$ cat src/rtl/instr_encoder.sv
// RV32I instruction assembler: one-hot type plus fields in, 32-bit word plus byte address out,
// behind a one-entry valid/ready output register.
module instr_encoder #(
  parameter int unsigned ADDR_W    = 10,
  parameter int unsigned BASE_ADDR = 0
) (
  input  logic              clk,
  input  logic              rst,
  input  logic              in_valid,
  output logic              in_ready,
  input  logic [8:0]        in_type,
  input  logic [4:0]        in_rd,
  input  logic [4:0]        in_rs1,
  input  logic [4:0]        in_rs2,
  input  logic [2:0]        in_funct3,
  input  logic [6:0]        in_funct7,
  input  logic [31:0]       in_imm,
  output logic              out_valid,
  input  logic              out_ready,
  output logic [31:0]       out_instr,
  output logic [ADDR_W-1:0] out_addr,
  output logic              err,
  input  logic              err_clr
);

  localparam logic [6:0] OP_R     = 7'b0110011;
  localparam logic [6:0] OP_I     = 7'b0010011;
  localparam logic [6:0] OP_LOAD  = 7'b0000011;
  localparam logic [6:0] OP_S     = 7'b0100011;
  localparam logic [6:0] OP_B     = 7'b1100011;
  localparam logic [6:0] OP_JAL   = 7'b1101111;
  localparam logic [6:0] OP_JALR  = 7'b1100111;
  localparam logic [6:0] OP_LUI   = 7'b0110111;
  localparam logic [6:0] OP_AUIPC = 7'b0010111;

  localparam logic [ADDR_W-1:0] BASE = ADDR_W'(BASE_ADDR);
  localparam logic [ADDR_W-1:0] STEP = ADDR_W'(4);

  logic              out_valid_q, out_valid_d;
  logic [31:0]       out_instr_q, out_instr_d;
  logic [ADDR_W-1:0] out_addr_q, out_addr_d;
  logic [ADDR_W-1:0] cnt_q, cnt_d;
  logic              err_q, err_d;
  logic [31:0]       enc_c;
  logic              onehot_c;
  logic              accept_c;

  assign in_ready  = !out_valid_q || out_ready;
  assign accept_c  = in_valid && in_ready;
  assign onehot_c  = (in_type != 9'd0) && ((in_type & (in_type - 9'd1)) == 9'd0);

  // Field packing per instruction format; non-one-hot types fall to default.
  always_comb begin
    enc_c = 32'd0;
    case (in_type)
      9'b1_0000_0000: enc_c = {in_funct7, in_rs2, in_rs1, in_funct3, in_rd, OP_R};
      9'b0_1000_0000: enc_c = {in_imm[11:0], in_rs1, in_funct3, in_rd, OP_I};
      9'b0_0100_0000: enc_c = {in_imm[11:0], in_rs1, in_funct3, in_rd, OP_LOAD};
      9'b0_0010_0000: enc_c = {in_imm[11:5], in_rs2, in_rs1, in_funct3, in_imm[4:0], OP_S};
      9'b0_0001_0000: enc_c = {in_imm[12], in_imm[10:5], in_rs2, in_rs1, in_funct3,
                               in_imm[4:1], in_imm[11], OP_B};
      9'b0_0000_1000: enc_c = {in_imm[20], in_imm[10:1], in_imm[11], in_imm[19:12],
                               in_rd, OP_JAL};
      9'b0_0000_0100: enc_c = {in_imm[11:0], in_rs1, 3'b000, in_rd, OP_JALR};
      9'b0_0000_0010: enc_c = {in_imm[31:12], in_rd, OP_LUI};
      9'b0_0000_0001: enc_c = {in_imm[31:12], in_rd, OP_AUIPC};
      default:        enc_c = 32'd0;
    endcase
  end

  // Output register, address counter and sticky error next-state.
  always_comb begin
    out_valid_d = out_valid_q;
    out_instr_d = out_instr_q;
    out_addr_d  = out_addr_q;
    cnt_d       = cnt_q;
    err_d       = err_q;
    if (out_valid_q && out_ready) out_valid_d = 1'b0;
    if (err_clr) err_d = 1'b0;
    if (accept_c) begin
      if (onehot_c) begin
        out_valid_d = 1'b1;
        out_instr_d = enc_c;
        out_addr_d  = cnt_q;
        cnt_d       = cnt_q + STEP;
      end else begin
        err_d = 1'b1;
      end
    end
  end

  always_ff @(posedge clk or posedge rst) begin
    if (rst) begin
      out_valid_q <= 1'b0;
      out_instr_q <= 32'd0;
      out_addr_q  <= BASE;
      cnt_q       <= BASE;
      err_q       <= 1'b0;
    end else begin
      out_valid_q <= out_valid_d;
      out_instr_q <= out_instr_d;
      out_addr_q  <= out_addr_d;
      cnt_q       <= cnt_d;
      err_q       <= err_d;
    end
  end

  assign out_valid = out_valid_q;
  assign out_instr = out_instr_q;
  assign out_addr  = out_addr_q;
  assign err       = err_q;

endmodule

$ cat config.mk
export PLATFORM = sky130hd
export DESIGN_NAME = instr_encoder
export DESIGN_NICKNAME = d
export VERILOG_FILES = /design/src/rtl/instr_encoder.sv
export SDC_FILE = /design/constraint.sdc
export NUM_CORES = 1
export LEC_CHECK = 0
export CORE_AREA = 2 2 87 89
export DETAILED_ROUTE_END_ITERATION = 8
export DIE_AREA = 0 0 89 91
export GPL_TIMING_DRIVEN = 0
export PLACE_DENSITY = 0.73
export SYNTH_ARGS = -nofsm -noshare
export SYNTH_HDL_FRONTEND = slang
export SYNTH_SLANG_ARGS = --single-unit
$ cat constraint.sdc
create_clock -name clk -period 1.6 [get_ports clk]
set_input_delay 0.48 -clock clk [delete_from_list [all_inputs] [get_ports clk]]
set_output_delay 0.48 -clock clk [all_outputs]
set_load 0.03 [all_outputs]
==> results.yml <==
status:
  outcome: "finished with violations"
  violations: "setup timing"
worst_setup_path:
  start_kind: "input pin"
  cp.required_ps: 1850
  worstPathMaxFanout: 2
  reg2reg_to: "out_instr[20]"
  crit_chain: "buf_8 > buf_6 > or3_4 > or3_4 > a2111oi_4 > o21ai_1 > a31oi_1 > a21o_1"
  worst-setup-path-type: "input pin to flip-flop"
  critPathBufInv: 2
  reg2reg_slack_ps: 160
  cp-end-kind: "flip-flop"
  r2r-start: "out_valid"
  cpPeakStageDelay_ps: 420
  cp_top_family: "simple AND/OR/NAND/NOR gates"
  crit_top_cell: "or3_4"
  critPathSlowestCell: "or3_4"
  ff2ff_path_depth: 6
  arrival_ps: 2110
cells_and_area:
  finalNetCount: 493
  drive_above_1_share_pct: 40.0
  final_area_sq_um: 4950
  post-route-util_pct: 69.3
  area_growth_pct: 84.9
  fillers: 539
  antenna_cells: 0
global_routing:
  antenna_found_initial: 0
  grt_pass1_vias: 2881
  grt_start_max_net_pins: 50
  grt_util_all_layers_pct: 23.3
  grt_pass1_wl_um: 14700
  gr-total-overflow: 0
synth:
  synth_edf_count: 0
  async_flop_share_pct: 100
  synth-seq-area-share_pct: 45.8
  synth-seq-cells: 49
  yosysWarnings: 0
  synthCells: 269
  avgSynthCellArea_sq_um: 9.95
  synth.cell_area_sq_um: 2680
  ys_types: 50
  synth_flop_cell: "dfrtp_1"
clock_tree:
  hold_buffers: 0
  h-tree-depth: 2
  clockBufferDepth: 2
  cts-root-buf: "clkbuf_8"
  numCtsBuffers: 5
  cts_sinks: 49
  path_clk_slew_ps: 90
  tritoncts: "built"
  worstSkewPairLatency_ps: 300
placed_design:
  dpl.hpwl_um: 6350
  dpl_cell_area_sq_um: 4000
  port_buffers: 111
  gp_congestion: 0.885
floorplan:
  die_h_um: 91
  start_util_pct: 37.5
  core_area_sq_um: 7140
  pin_count: 116
  die_area_sq_um: 8100
  fp.dieW_um: 89
  rows: 31
sta:
  finalHoldViolCount: 0
  fin_crit_ps: 1860
  relSlewSlack_pct: 29.0
  fin_ws_ps: -263
  rsz0062_at_grt: "true"
  worst-slew-pin-transition_ps: 1060
  fmax_ghz: 0.537
  drv_slew: 0
  min_period_over_period_pct: 116
  setup_viol: 48
  clock-skew-final_ps: 3.73
power:
  powerDensity_nw_per_um2: 586
  ir_worst_vdd_uv: 476
  p_leak_nw: 2.17
  power_w: 0.00290
flow_run:
  maxCapViolations: 0
routing:
  post_drt_wl_per_cell_um: 18.4
  firstDrtPassIters: 5
  routed_wl_um: 9600
  drt_iter0_drc: 163
  drc: 0
  vias_per_cell: 5.46
  final_antenna_net_count: 0
  vias: 2846
min_path:
  hold-path-endpoint: "out_instr[5]"
  min_from: "out_instr[5]"
  whs_path_depth: 2
  hold_class: "flip-flop to flip-flop"
[cells by family (layout without fill, tap and decap cells)]
kind of cell | count (synthesis) | count (layout) | synth area share (%)
DFF | 49 | 49 | 45.8
muxes | 9 | 9 | 3.79
xor gates and xnor gates | 12 | 12 | 3.93
adders and majority gates | 1 | 1 | 0.467
other | 1 | 2 | 0.140
AOI/OAI and AO/OA | 83 | 83 | 22.1
and+or+nand+nor | 86 | 86 | 18.3
buffers and inverters | 28 | 180 | 5.42
[cell type report]
type	instances	area, sq um	area share (%)
plain buffers	18	253	5.11
clock buffers	7	86.3	1.75
clock inverters	1	30.0	0.607
inverters	7	30.0	0.607
multi-input cells	193	1750	35.5
flip-flops and latches	49	1230	24.8
well taps	99	124	2.50
repair buffers	147	1440	29.2
[Yosys cell counts (all sizes together), types with 2 or more instances]
library cell   n  area, sq um
nor4           4         52.6
a21o           3         22.5
xnor2          3         26.3
a21oi          8         43.8
xor2           9         78.8
nand2b         4         25.0
inv            7         26.3
a32oi          3         26.3
or4            2         15.0
nor2b          5         31.3
clkbuf         5         18.8
nand4          3         18.8
buf           16          100
dfrtp         49         1230
o211ai         2         15.0
nand2         35          131
o21ai         33          165
or3            3         30.0
o31ai          2         25.0
nor3           9         82.6
a222oi        11          110
nor2          12         45.0
nand3          4         20.0
a22oi         12         90.1
or2            2         12.5
mux2           9          101
[flip-flops by register name, indices dropped and copies added (netlist names)]
name / cells
out_instr: 31
err: 1
out_valid: 1
out_addr: 8
cnt_q: 8
[worst register-to-register path, cell delays in order, from the launching register on]
cell,delay [ps]
dfrtp_1,410
nand2b_4,90
nand2_1,80
o21bai_4,250
buf_6,190
buf_8,140
a21o_1,180
[where the power goes]
part / switching [W] / internal, W / total (W)
clock network: 0.000399 / 0.000510 / 0.000909
registers: 0.0000473 / 0.00128 / 0.00133
logic: 0.000318 / 0.000347 / 0.000665
total: 0.000764 / 0.00214 / 0.00290
[worst max-delay path by stage]
| stage | from | to | depth (start not counted) |
|---|---|---|---|
| 6_report | in_type[8] | out_instr[31] | 8 |
| 5_1_grt | in_type[8] | out_instr[31] | 8 |
| 4_1_cts | in_type[8] | out_instr[31] | 8 |
| 3_5_place_dp | in_type[2] | out_instr[20] | 8 |
| 3_3_place_gp | in_type[2] | out_instr[20] | 8 |
| 2_1_floorplan | in_type[1] | cnt_q[9] | 8 |
[what timing repair did]
action                                  in CTS  in global routing
gates resized for setup                    194                 80
pin swaps                                   56                 31
endpoints found under the setup margin      92                 67
gates cloned                                 6                  0
setup buffers                               20                 11
[stage by stage]
| stage | hold WS, ps | TNS [ps] | instances | worst slack (ps) |
|---|---|---|---|---|
| finish | 487 | -9090 | 521 | -263 |
| global route | 518 | -11520 | 521 | -312 |
| CTS | 479 | -10940 | 513 | -344 |
| detailed placement | 459 | -63720 | 480 | -1710 |
| global placement | 454 | -60940 | 480 | -1630 |
| floorplan | 434 | -18130 | 270 | -441 |
[per-layer routing]
layer	share of wire (%)	wire length, um	GRT usage [%]
met1	40	3840	30.4
met2	51	4900	39.4
met3	7.5	721	3.18
met4	1.5	140	7.21
met5	0	0	0
[cells in the final DEF (no fill, tap or decap), types with 4 or more instances in the layout]
cell type / netlist / layout
clkdlybuf4s50_1: 0 / 60
dfrtp_1: 49 / 49
buf_4: 3 / 28
dlygate4sd2_1: 0 / 23
o21ai_1: 7 / 21
nand2_2: 0 / 15
buf_6: 2 / 14
nand2_1: 35 / 12
a222oi_1: 11 / 11
clkdlybuf4s15_1: 0 / 11
o21ai_2: 0 / 10
a22oi_2: 0 / 9
mux2_4: 0 / 9
buf_8: 0 / 8
xor2_1: 9 / 8
nand2_4: 0 / 8
clkbuf_2: 0 / 8
nor2_1: 12 / 7
clkbuf_8: 0 / 7
inv_1: 7 / 6
buf_12: 0 / 5
nor3_4: 2 / 5
nor2b_1: 5 / 5
nor4_4: 1 / 4
nand3_1: 4 / 4
Note: power is estimated with default switching activity, not from simulation.
